--- src/rtl/fp_op_sequencer.sv ---
// Sequences buffered IEEE-754 operand pairs through an external multi-cycle adder:
// FIFO in, issue/wait/capture/release handshake with the adder, one result register out.
module fp_op_sequencer #(
  parameter int FIFO_DEPTH = 4,
  parameter int TIMEOUT    = 64
) (
  input  logic        clk,
  input  logic        reset,
  input  logic        in_valid,
  output logic        in_ready,
  input  logic [31:0] in_a,
  input  logic [31:0] in_b,
  output logic        add_start,
  output logic        add_reset,
  output logic [31:0] add_a,
  output logic [31:0] add_b,
  input  logic        add_valid,
  input  logic [31:0] add_sum,
  output logic        out_valid,
  input  logic        out_ready,
  output logic [31:0] out_sum,
  output logic        out_timeout,
  output logic        busy,
  output logic [4:0]  level
);

  localparam int              AW        = (FIFO_DEPTH > 1) ? $clog2(FIFO_DEPTH) : 1;
  localparam int              CW        = $clog2(TIMEOUT + 1);
  localparam logic [4:0]      DEPTH_L   = 5'(FIFO_DEPTH);
  localparam logic [CW-1:0]   WAIT_LAST = CW'(TIMEOUT - 1);
  localparam logic [31:0]     QNAN      = 32'h7FC00000;

  typedef enum logic [2:0] {
    S_IDLE,
    S_ISSUE,
    S_WAIT,
    S_CAPTURE,
    S_RELEASE
  } state_t;

  state_t          r_state;
  state_t          w_state_nxt;

  logic [31:0]     r_mem_a [FIFO_DEPTH];
  logic [31:0]     r_mem_b [FIFO_DEPTH];
  logic [AW-1:0]   r_wr_ptr;
  logic [AW-1:0]   r_rd_ptr;
  logic [4:0]      r_count;
  logic            w_full;
  logic            w_empty;
  logic            w_push;
  logic            w_pop;

  logic            r_start_cnt;
  logic [CW-1:0]   r_wait_cnt;
  logic            r_to_flag;
  logic            r_rst_hold;

  logic [31:0]     r_add_a;
  logic [31:0]     r_add_b;
  logic            r_out_valid;
  logic [31:0]     r_out_sum;
  logic            r_out_timeout;

  assign w_full   = (r_count == DEPTH_L);
  assign w_empty  = (r_count == 5'd0);
  assign w_push   = in_valid && !w_full;
  assign w_pop    = (r_state == S_IDLE) && !w_empty && !r_out_valid;

  assign in_ready = !w_full;
  assign level    = r_count;
  assign busy     = !w_empty || (r_state != S_IDLE);

  // add_start is masked during reset so it can never overlap the forced add_reset.
  assign add_start = (r_state == S_ISSUE) && !reset;
  assign add_reset = reset || r_rst_hold || (r_state == S_RELEASE);

  assign add_a       = r_add_a;
  assign add_b       = r_add_b;
  assign out_valid   = r_out_valid;
  assign out_sum     = r_out_sum;
  assign out_timeout = r_out_timeout;

  always_ff @(posedge clk) begin
    if (w_push) begin
      r_mem_a[r_wr_ptr] <= in_a;
      r_mem_b[r_wr_ptr] <= in_b;
    end
  end

  always_ff @(posedge clk) begin
    if (reset) begin
      r_wr_ptr <= '0;
      r_rd_ptr <= '0;
      r_count  <= 5'd0;
    end else begin
      if (w_push) r_wr_ptr <= r_wr_ptr + AW'(1);
      if (w_pop)  r_rd_ptr <= r_rd_ptr + AW'(1);
      case ({w_push, w_pop})
        2'b10:   r_count <= r_count + 5'd1;
        2'b01:   r_count <= r_count - 5'd1;
        default: r_count <= r_count;
      endcase
    end
  end

  // Holds add_reset for one extra cycle after reset is released.
  always_ff @(posedge clk) begin
    r_rst_hold <= reset;
  end

  always_ff @(posedge clk) begin
    if (reset) r_state <= S_IDLE;
    else       r_state <= w_state_nxt;
  end

  always_comb begin
    w_state_nxt = r_state;
    case (r_state)
      S_IDLE:    if (w_pop) w_state_nxt = S_ISSUE;
      S_ISSUE:   if (r_start_cnt) w_state_nxt = S_WAIT;
      S_WAIT: begin
        if (add_valid)                     w_state_nxt = S_CAPTURE;
        else if (r_wait_cnt == WAIT_LAST)  w_state_nxt = S_RELEASE;
      end
      S_CAPTURE: w_state_nxt = S_RELEASE;
      S_RELEASE: w_state_nxt = S_IDLE;
      default:   w_state_nxt = S_IDLE;
    endcase
  end

  always_ff @(posedge clk) begin
    if (reset) begin
      r_start_cnt <= 1'b0;
      r_wait_cnt  <= '0;
      r_to_flag   <= 1'b0;
    end else begin
      case (r_state)
        S_ISSUE: r_start_cnt <= !r_start_cnt;
        S_WAIT: begin
          if (add_valid) begin
            r_wait_cnt <= '0;
          end else if (r_wait_cnt == WAIT_LAST) begin
            r_wait_cnt <= '0;
            r_to_flag  <= 1'b1;
          end else begin
            r_wait_cnt <= r_wait_cnt + CW'(1);
          end
        end
        S_RELEASE: r_to_flag <= 1'b0;
        default: ;
      endcase
    end
  end

  // Result loads only happen while out_valid is low, since issue waits for an empty output.
  always_ff @(posedge clk) begin
    if (reset) begin
      r_add_a       <= 32'd0;
      r_add_b       <= 32'd0;
      r_out_valid   <= 1'b0;
      r_out_sum     <= 32'd0;
      r_out_timeout <= 1'b0;
    end else begin
      if (w_pop) begin
        r_add_a <= r_mem_a[r_rd_ptr];
        r_add_b <= r_mem_b[r_rd_ptr];
      end
      if (r_out_valid && out_ready) r_out_valid <= 1'b0;
      if (r_state == S_CAPTURE) begin
        r_out_sum     <= add_sum;
        r_out_timeout <= 1'b0;
        r_out_valid   <= 1'b1;
      end else if ((r_state == S_RELEASE) && r_to_flag) begin
        r_out_sum     <= QNAN;
        r_out_timeout <= 1'b1;
        r_out_valid   <= 1'b1;
      end
    end
  end

endmodule

--- config.mk ---
export PLATFORM = sky130hd
export DESIGN_NAME = fp_op_sequencer
export DESIGN_NICKNAME = d
export VERILOG_FILES = /design/src/rtl/fp_op_sequencer.sv
export SDC_FILE = /design/constraint.sdc
export NUM_CORES = 1
export LEC_CHECK = 0
export CORE_UTILIZATION = 60
export CTS_BUF_LIST = sky130_fd_sc_hd__clkbuf_8
export DETAILED_ROUTE_END_ITERATION = 10
export HOLD_SLACK_MARGIN = 0.1
export PLACE_DENSITY = 0.89
export SLEW_MARGIN = 20
export SYNTH_ARGS = -nofsm -noshare
export SYNTH_HDL_FRONTEND = slang
export SYNTH_SLANG_ARGS = --single-unit
--- constraint.sdc ---
create_clock -name clk -period 6.71 [get_ports clk]
set_input_delay 1.342 -clock clk [delete_from_list [all_inputs] [get_ports clk]]
set_output_delay 1.342 -clock clk [all_outputs]
set_load 0.005 [all_outputs]
==> metrics.txt <==
H-tree depth=2; Syn-to-layout area delta=23.2%; Synth Area per Inst=16.0 um2; Via Count=roughly 8200; Critical path origin=reset; chip height=156 um; fraction of registers with async set or reset after synthesis=0; antenna violations before repair=2; CTS Hold Buffers Added=0; delay-heaviest family, CP=buffers and inverters; Worst Hold Class=register to register; total track usage=0.239; starting density of the core=0.621; drt pass-1 iters=5; Worst-path clk slew=about 60 ps; post-route insts no fill=1470; final net count=approximately 1200; drt total wl=between 20000 and 30000 um; remaining routing DRC violations=0; total congestion overflow=0; sequential area share after synthesis=0.709; HPWL Detailed=between 15000 and 20000 um; Final Critical Period=3930 ps; vias in the first global route=roughly 8600; Stages on worst setup path=3; Synth top area share=0.540; global-route wire length before repair=~44000 um; clk sinks=~380; number of port buffers=207; Worst Path Buf+Inv=2; CP Launch Type=input port; Post-synth EDFFs=around 260; multi-input logic area=approximately 3700 um2; register area=a little over 10000 um2; Num CTS Buffers=57; CP max-delay cell=clkdlybuf4s50_1; RSZ-0062 raised after global routing=false; CTS Buffer Depth=3; Top Ports=about 210; Hold Fails Final Rpt=0; TritonCTS clock tree=built; initial DRC count=~590; worst setup path endpoint=add_start; Worst R2R Path Depth=11; Post-CTS Resized=0; largest net degree at the start of global routing=76; CTS root buffer=clkbuf_8; Setup Fix Bufs, Post-CTS=0; P_leak=around 5.8 nW; Syn Nets=1000; Area contributors post-synth=edfxtp_1 (54%), dfxtp_1 (17%), mux4_2 (10%); Cells after DPL=1360; Yosys reg bits=approximately 380; core area=about 23000 um2; Final Cycle Share=0.586; critical setup path kind=input port to output port; Routed Antenna Nets=0; post-synthesis cell type count=54; worst-path cell chain=buf_6 -> nor3_1 -> clkdlybuf4s50_1; pwr dens=a little under 400 nW/um2; Routed wire per std cell=19.3 um; clock skew=approximately 18 ps; Setup violations, final=0; area leader, netlist=edfxtp_1; max incr delay on CP=between 500 and 600 ps; Max IR drop VDD=0.399 mV; Reg-to-Reg Start=r_state[0]$_SDFFE_PP0P_; Die Area=24300 um2; Warnings, synthesis=0; Post-Synthesis Cells=slightly below 900; max cap viols=0; Worst-Margin Slew=1030 ps; layout cells sized above 1=0.225; # fillers=1360; Via density=5.57; R2R Path End=level[4]$_SDFFE_PP0P_; RePlAce Congestion=~0.78; Row Count=55; Core Util, Final=0.765; clk_lat worst skew=slightly below 600 ps; crit-path max FO=52; Slew headroom=0.315; crit end category=output port; Mapped Area=around 14000 um2; reg2reg setup slack=2920 ps; WP data arrival=between 2000 and 3000 ps; Crit path required time=between 5000 and 6000 ps; status=finished clean; Setup TNS Final=0 ps; maximum operating frequency=~250 MHz; dominant synthesized flop cell=edfxtp_1; final slew viol count=0; Die X=around 160 um
[cell type report]
type                    count  area share
well taps                 313      0.0223
clock inverters            43      0.0121
clock buffers              65      0.0510
inverters                  18     0.00385
diodes                      2    0.000286
flip-flops and latches    376       0.576
repair buffers            212       0.120
multi-input cells         441       0.214
[where the power goes]
| group | internal [mW] | total [mW] | switching, mW |
|---|---|---|---|
| Sequential | 2.89 | 3.17 | 0.286 |
| Combinational | 0.981 | 1.96 | 0.975 |
| Clock | 0.927 | 1.77 | 0.843 |
[synthesized netlist by cell type, types with 2 or more instances]
library cell	count
buf_2	11
mux4_2	64
or3_1	2
nand2b_1	5
nand3b_1	4
ha_1	9
nor2b_1	2
dfxtp_1	120
a22oi_1	25
buf_6	3
clkbuf_1	31
a21oi_2	60
buf_8	2
a21oi_1	17
a211oi_1	11
a31oi_1	3
nor4_1	4
nor2_1	59
and3_1	2
buf_4	2
mux2i_1	3
nand2_2	40
nand2_1	93
o21ai_0	3
and2_1	4
inv_1	17
xor2_1	2
edfxtp_1	256
nor3_1	4
nand3_1	3
xnor2_1	2
buf_12	4
[flip-flops by register name, indices dropped and copies added, names as in the netlist, 2 cells and up]
register	count
r_wait_cnt	7
add_b	32
r_mem_b	128
out_sum	32
r_state	3
r_wr_ptr	2
r_mem_a	128
level	5
r_rd_ptr	2
add_a	32
[worst min path at each step]
stage / startpoint / endpoint / slack (ps) / cells after the start
detailed placement: out_sum[26]$_SDFFE_PP0P_ / out_sum[26]$_SDFFE_PP0P_ / 440 / 2
floorplan: out_sum[22]$_SDFFE_PP0P_ / out_sum[22]$_SDFFE_PP0P_ / 450 / 2
global placement: out_sum[30]$_SDFFE_PP0P_ / out_sum[30]$_SDFFE_PP0P_ / 440 / 2
CTS: out_sum[26]$_SDFFE_PP0P_ / out_sum[26]$_SDFFE_PP0P_ / 460 / 2
finish: add_b[10]$_SDFFE_PP0P_ / add_b[10]$_SDFFE_PP0P_ / 460 / 2
global route: out_sum[29]$_SDFFE_PP0P_ / out_sum[29]$_SDFFE_PP0P_ / 470 / 2
[worst register-to-register path, cell delays in order (launching register included)]
cell      delay, ps
dfxtp_1         420
nor4_1          560
o21ai_4         110
inv_2            60
buf_4           610
ha_1            500
inv_1           100
fa_1            400
nand2b_1        160
a21oi_1         160
mux2i_1         240
mux2_2          350
[layer usage]
metal	up-vias	wire length, um	GRT usage
li1	3776	-	-
met1	4059	11200	0.290
met2	308	14500	0.419
met3	49	1980	0.0536
met4	0	637	0.0868
met5	-	0	0
[per-stage QoR]
step / hold slack, ps / instance area (um2) / setup WS (ps) / total power, mW
3_5_place_dp: 443 / 16400 / 2700 / 5.19
6_report: 458 / 17500 / 2780 / 6.90
2_1_floorplan: 447 / 14200 / 3000 / 4.46
4_1_cts: 456 / 17500 / 2720 / 6.97
3_3_place_gp: 441 / 16400 / 2740 / 5.12
5_1_grt: 469 / 17500 / 2710 / 7.25
[cell usage in the layout, fill, tap and decap left out, drive strengths merged, types with 9 or more instances in the layout]
cell           count
mux4              64
inv               39
a211oi            11
ha                 9
nand2            133
nor2              59
edfxtp           256
a22oi             25
clkdlybuf4s50    206
clkbuf            65
a21oi             77
dfxtp            120
clkinv            19
[logic make-up (layout without fill, tap and decap cells)]
logic type / after synthesis / count (layout) / synth area share
xor+xnor: 4 / 4 / 0.00246
fa+ha+maj: 10 / 10 / 0.00932
buf+inv: 72 / 338 / 0.0282
other cells: 0 / 2 / 0
simple gates: 229 / 229 / 0.0754
mux: 68 / 68 / 0.104
flops: 376 / 376 / 0.709
compound gates: 130 / 130 / 0.0710
(Power assumes the default switching activity.)
